===== config.mk =====
export PLATFORM = sky130hd
export DESIGN_NAME = fifo_ctrl_fft
export DESIGN_NICKNAME = d
export VERILOG_FILES = /design/src/rtl/fifo_ctrl_fft.sv
export SDC_FILE = /design/constraint.sdc
export NUM_CORES = 1
export LEC_CHECK = 0
export BUFFER_PORTS_ARGS = -buffer_cell sky130_fd_sc_hd__buf_2
export CAP_MARGIN = 15
export CORE_UTILIZATION = 44
export DETAILED_ROUTE_END_ITERATION = 12
export PLACE_DENSITY = 0.85
export SYNTH_ARGS = -nofsm -noshare
export SYNTH_HDL_FRONTEND = slang
export SYNTH_SLANG_ARGS = --single-unit

===== constraint.sdc =====
create_clock -name clk -period 2.65 [get_ports clk]
set_input_delay 0.3975 -clock clk [delete_from_list [all_inputs] [get_ports clk]]
set_output_delay 0.3975 -clock clk [all_outputs]
set_load 0.02 [all_outputs]

===== src/rtl/fifo_ctrl_fft.sv =====
// fifo_ctrl_fft: pointer/sequencing controller for the FFT sample-buffer RAM with a registered FWFT output stage.
// Watermark flags are built only when FIFO_CTRL_FFT_WMARK_EN is defined; otherwise they are tied low.
module fifo_ctrl_fft #(
   parameter int ADDR_WIDTH = 4,
   parameter int DATA_WIDTH = 32,
   parameter int AFULL_TH   = 12,
   parameter int AEMPTY_TH  = 2
) (
   input  logic                  clk,
   input  logic                  rst,
   input  logic                  flush,
   input  logic [DATA_WIDTH-1:0] s_data,
   input  logic                  s_valid,
   output logic                  s_ready,
   output logic [DATA_WIDTH-1:0] m_data,
   output logic                  m_valid,
   input  logic                  m_ready,
   output logic [ADDR_WIDTH:0]   level,
   output logic                  almost_full,
   output logic                  almost_empty,
   output logic [DATA_WIDTH-1:0] ram_wr_data,
   output logic [ADDR_WIDTH-1:0] ram_wr_addr,
   output logic                  ram_wr_en,
   output logic [ADDR_WIDTH-1:0] ram_rd_addr,
   input  logic [DATA_WIDTH-1:0] ram_rd_data
);

   localparam logic [ADDR_WIDTH:0] PTR_ZERO = {(ADDR_WIDTH+1){1'b0}};
   localparam logic [ADDR_WIDTH:0] PTR_ONE  = {{ADDR_WIDTH{1'b0}}, 1'b1};
   localparam logic [ADDR_WIDTH:0] DEPTH    = {1'b1, {ADDR_WIDTH{1'b0}}};

   typedef enum logic {OUT_EMPTY = 1'b0, OUT_FULL = 1'b1} out_state_t;

   out_state_t          state, state_next;
   logic [ADDR_WIDTH:0] wr_ptr, rd_ptr, wr_ptr_next, rd_ptr_next, ram_cnt;
   logic                ram_full, ram_empty, wr_fire, load, load_data;

   assign ram_cnt   = wr_ptr - rd_ptr;
   assign ram_full  = (ram_cnt == DEPTH);
   assign ram_empty = (ram_cnt == PTR_ZERO);
   assign m_valid   = (state == OUT_FULL);

   assign s_ready = !ram_full && !rst && !flush;
   assign wr_fire = s_valid && s_ready;
   assign load    = !ram_empty && (!m_valid || m_ready);

   assign ram_wr_en   = wr_fire;
   assign ram_wr_addr = wr_ptr[ADDR_WIDTH-1:0];
   assign ram_wr_data = s_data;
   assign ram_rd_addr = rd_ptr[ADDR_WIDTH-1:0];

   assign level = ram_cnt + {{ADDR_WIDTH{1'b0}}, m_valid};

   // Next-state for pointers and output stage; flush overrides everything except m_data
   always_comb begin
      wr_ptr_next = wr_ptr;
      rd_ptr_next = rd_ptr;
      state_next  = state;
      load_data   = 1'b0;
      if (flush) begin
         wr_ptr_next = PTR_ZERO;
         rd_ptr_next = PTR_ZERO;
         state_next  = OUT_EMPTY;
      end else begin
         if (wr_fire) begin
            wr_ptr_next = wr_ptr + PTR_ONE;
         end else begin
            wr_ptr_next = wr_ptr;
         end
         if (load) begin
            rd_ptr_next = rd_ptr + PTR_ONE;
            load_data   = 1'b1;
         end else begin
            rd_ptr_next = rd_ptr;
         end
         case (state)
            OUT_EMPTY: begin
               if (load) state_next = OUT_FULL;
               else      state_next = OUT_EMPTY;
            end
            OUT_FULL: begin
               if (load)         state_next = OUT_FULL;
               else if (m_ready) state_next = OUT_EMPTY;
               else              state_next = OUT_FULL;
            end
            default: state_next = OUT_EMPTY;
         endcase
      end
   end

   // Pointer and output-stage state registers
   always_ff @(posedge clk) begin
      if (rst) begin
         wr_ptr <= PTR_ZERO;
         rd_ptr <= PTR_ZERO;
         state  <= OUT_EMPTY;
      end else begin
         wr_ptr <= wr_ptr_next;
         rd_ptr <= rd_ptr_next;
         state  <= state_next;
      end
   end

   // Output data register: captures the asynchronous RAM read on load, holds through flush
   always_ff @(posedge clk) begin
      if (rst) begin
         m_data <= {DATA_WIDTH{1'b0}};
      end else if (load_data) begin
         m_data <= ram_rd_data;
      end else begin
         m_data <= m_data;
      end
   end

`ifdef FIFO_CTRL_FFT_WMARK_EN
   localparam logic [ADDR_WIDTH:0] AFULL_LVL  = (ADDR_WIDTH+1)'(AFULL_TH);
   localparam logic [ADDR_WIDTH:0] AEMPTY_LVL = (ADDR_WIDTH+1)'(AEMPTY_TH);

   logic [ADDR_WIDTH:0] level_next;

   assign level_next = (wr_ptr_next - rd_ptr_next) +
                       {{ADDR_WIDTH{1'b0}}, (state_next == OUT_FULL)};

   // Flags use the post-edge level so they line up with level in the same cycle
   always_ff @(posedge clk) begin
      if (rst) begin
         almost_full  <= 1'b0;
         almost_empty <= 1'b0;
      end else begin
         almost_full  <= (level_next >= AFULL_LVL);
         almost_empty <= (level_next <= AEMPTY_LVL);
      end
   end
`else
   assign almost_full  = 1'b0;
   assign almost_empty = 1'b0;
`endif

endmodule


==> results.md <==
* Status: finished, violations left
* Failing checks: setup timing
* Top layer in use: met4
* Number of flops mapped to enable cells by yosys at 0
* WHS Endpoint: m_data[16]
* Post-Route WL at 5.16 mm
* DP HPWL at 3.51 mm
* Syn Area/Cell at 9.11 um2
* Setup-failing EPs final at 2
* RSZ-0062 raised after global routing: yes
* Pre-Repair DR Iteration Count at 4
* Most common cell in the netlist: nand2b_1
* Global-route wire length before repair at 8.02 mm
* Clock transition at the registers of the reported paths at 0.08 ns
* Synth unique cells at 32
* Synth-to-Final Area Change at 17.3%
* Pwr dens at 1000 mW/mm2
* Syn Inst Count at 284
* Core Rows at 27
* Synthesized flop and latch total at 43
* Largest net degree at the start of global routing at between 50 and 60
* Core Area at 0.00557 mm2
* H-tree depth at 2
* Post-Syn Area at 0.00259 mm2
* Total track usage at 0.163
* Top Ports at 151
* Grt total ovfl at 0
* I/O Buffers at 84
* Pleak at approximately 1.4 nW
* Critical Path RT at 2.25 ns
* R2R depth at 11
* Worst flop-to-flop path endpoint: m_data[15]
* Die Area at 0.00619 mm2
* Area of the multi-input gates at about 0.0014 mm2
* Routed len/inst at 12.8 um
* Max-cap violations at 0
* Initial core utilization at 0.464
* Post-synth ARST share at 0
* Hold WC Path Type: in -> reg
* Final WS setup at -0.0495 ns
* Sink Count at 43
* Worst r2r src: wr_ptr[0]
* Worst Hold Slack at 0.361 ns
* Share of the synthesized area in the top cell type at 0.333
* Clock latency on the worst-skew pair at between 0.2 and 0.3 ns
* Final #Nets at between 400 and 500
* # fillers at 497
* Register area share after synthesis at 0.333
* Ys Warns at 0
* Total negative setup slack at -0.0752 ns
* Final setup skew at 0.00386 ns
* Final Cycle Share at 1.02
* Arrival @ worst endpoint at about 2.3 ns
* DIE WIDTH at 78.7 um
* HP Start: ram_rd_data[16]
* Met2 Wirelength at 2.55 mm
* Final Util at 0.544
* FF-to-FF setup slack at 0.19 ns
* Diode count at 0
* CP Capture Type: primary output
* Die height at between 70 and 80 um
* Final Hold Vio Count at 0
* CP Class: reg -> out
* Dominant synthesized flop cell: dfxtp_1
* Initial drt markers at between 100 and 150
* WHS Path Cells at 3
* CTS Buf Count at 5
* Synth area leaders: dfxtp_1 (33%), mux2i_1 (16%), nand2b_1 (16%), buf_4 (12%), ha_1 (3.9%)
* Commonest cells post-synth: nand2b_1 (67), dfxtp_1 (43), buf_4 (42), mux2i_1 (42), nand2_1 (15)
* Area taken by flip-flops and latches at 870 um2
* Root buffer cell: clkbuf_8
* Vias per std cell at 4.91
* Max clock buf depth at 2
* Met1 Wirelength at 2.10 mm
* CTS tree: done
* Via count of the first global-routing pass at roughly 1800
* Post-CTS Hold Buffers at 0
* Yosys top cell by area: dfxtp_1
* DR vias at 1980
* ANT nets after route at 0
* Number of max-slew violations in the final report at 0
* # DRC at 0
* GP Congestion at roughly 0.84
* Met3 wire length at about 350 um
* Crit path max fanout at 3
* Share of layout cells above drive strength 1 at 0.375
* Final Instance Area at approximately 0.0030 mm2
* VDD IR max at 0.000886 V
* Final Critical Period at 2.70 ns
* CP Launch Type: flip-flop
* Area of placed instances at 0.00277 mm2
* Initial antenna violation count at 0
* Fmax at ~0.37 GHz
## flip-flops by register name (all words and copies together), names as in the netlist
signal and count:
m_data 32, rd_ptr 5, wr_ptr 5, m_valid 1
## metal layers
metal / up-vias / track usage
li1: 964 / -
met4: 0 / 0.0889
met1: 910 / 0.182
met3: 24 / 0.0349
met2: 82 / 0.288
met5: - / 0
## report_power, final
group	internal [mW]	switching, mW
combinational	0.744	0.946
sequential	0.827	0.0988
clock	0.205	0.217
## what timing repair did
item	4_1_cts	5_1_grt
pin swaps	5	8
hold endpoints to repair	0	0
buffers inserted	2	2
setup endpoints to repair	3	3
resized for setup	20	13
## cells by family (layout without fill, tap and decap cells)
logic type / Yosys count / after routing / share of synthesized area
AND/OR/NAND/NOR: 104 / 104 / 0.232
buffers and inverters: 64 / 110 / 0.164
flip-flops: 43 / 43 / 0.333
multiplexers: 42 / 42 / 0.163
AO/OA/AOI/OAI: 13 / 13 / 0.0344
adder cells (fa/ha/maj): 9 / 9 / 0.0464
XOR/XNOR: 8 / 8 / 0.0271
other: 1 / 2 / 0.00145
## cells in the final DEF, fill, tap and decap left out, types with 4 or more instances in the layout
cell type,Yosys,final
nand4_1,4,4
buf_2,2,81
clkbuf_8,0,6
nor2_1,8,6
dfxtp_1,43,38
xnor2_1,6,4
inv_1,9,8
nand2b_1,67,66
buf_4,42,9
mux2i_1,42,42
ha_1,8,6
dfxtp_2,0,4
nand2_1,15,15
## per-stage QoR
step | setup slack, ns | std cells | power, mW
6_report | -0.0495 | 403 | 3.04
5_1_grt | -0.102 | 403 | 3.21
4_1_cts | -0.0839 | 401 | 2.96
3_5_place_dp | 0.0938 | 392 | 2.37
3_3_place_gp | 0.209 | 392 | 2.33
2_1_floorplan | 0.0821 | 285 | 2.11
## cell type report
cell class | instances | area share
multi-input combinational | 178 | 0.470
inverter | 9 | 0.0111
clock buffer | 6 | 0.0272
timing repair buffer | 94 | 0.174
tap | 72 | 0.0297
sequential | 43 | 0.287
clock inverter | 1 | 0.00165
## how the worst max path moves through the flow
stage / slack [ns] / end / start
after detailed placement: 0.09 / m_data[15] / rd_ptr[0]
after global placement: 0.21 / level[4] / wr_ptr[0]
after CTS: -0.08 / ram_wr_en / wr_ptr[0]
after global routing: -0.10 / ram_wr_en / wr_ptr[0]
after floorplan: 0.08 / s_ready / wr_ptr[0]
final: -0.05 / ram_wr_en / wr_ptr[0]
## worst max-delay path, cell delays in order (launching register included)
cell,delay (ns)
dfxtp_2,0.35
inv_2,0.05
ha_4,0.15
fa_2,0.55
and3b_1,0.15
and4_4,0.24
nor2_4,0.05
o211ai_1,0.23
inv_1,0.10
buf_6,0.14
(Power assumes the default switching activity.)
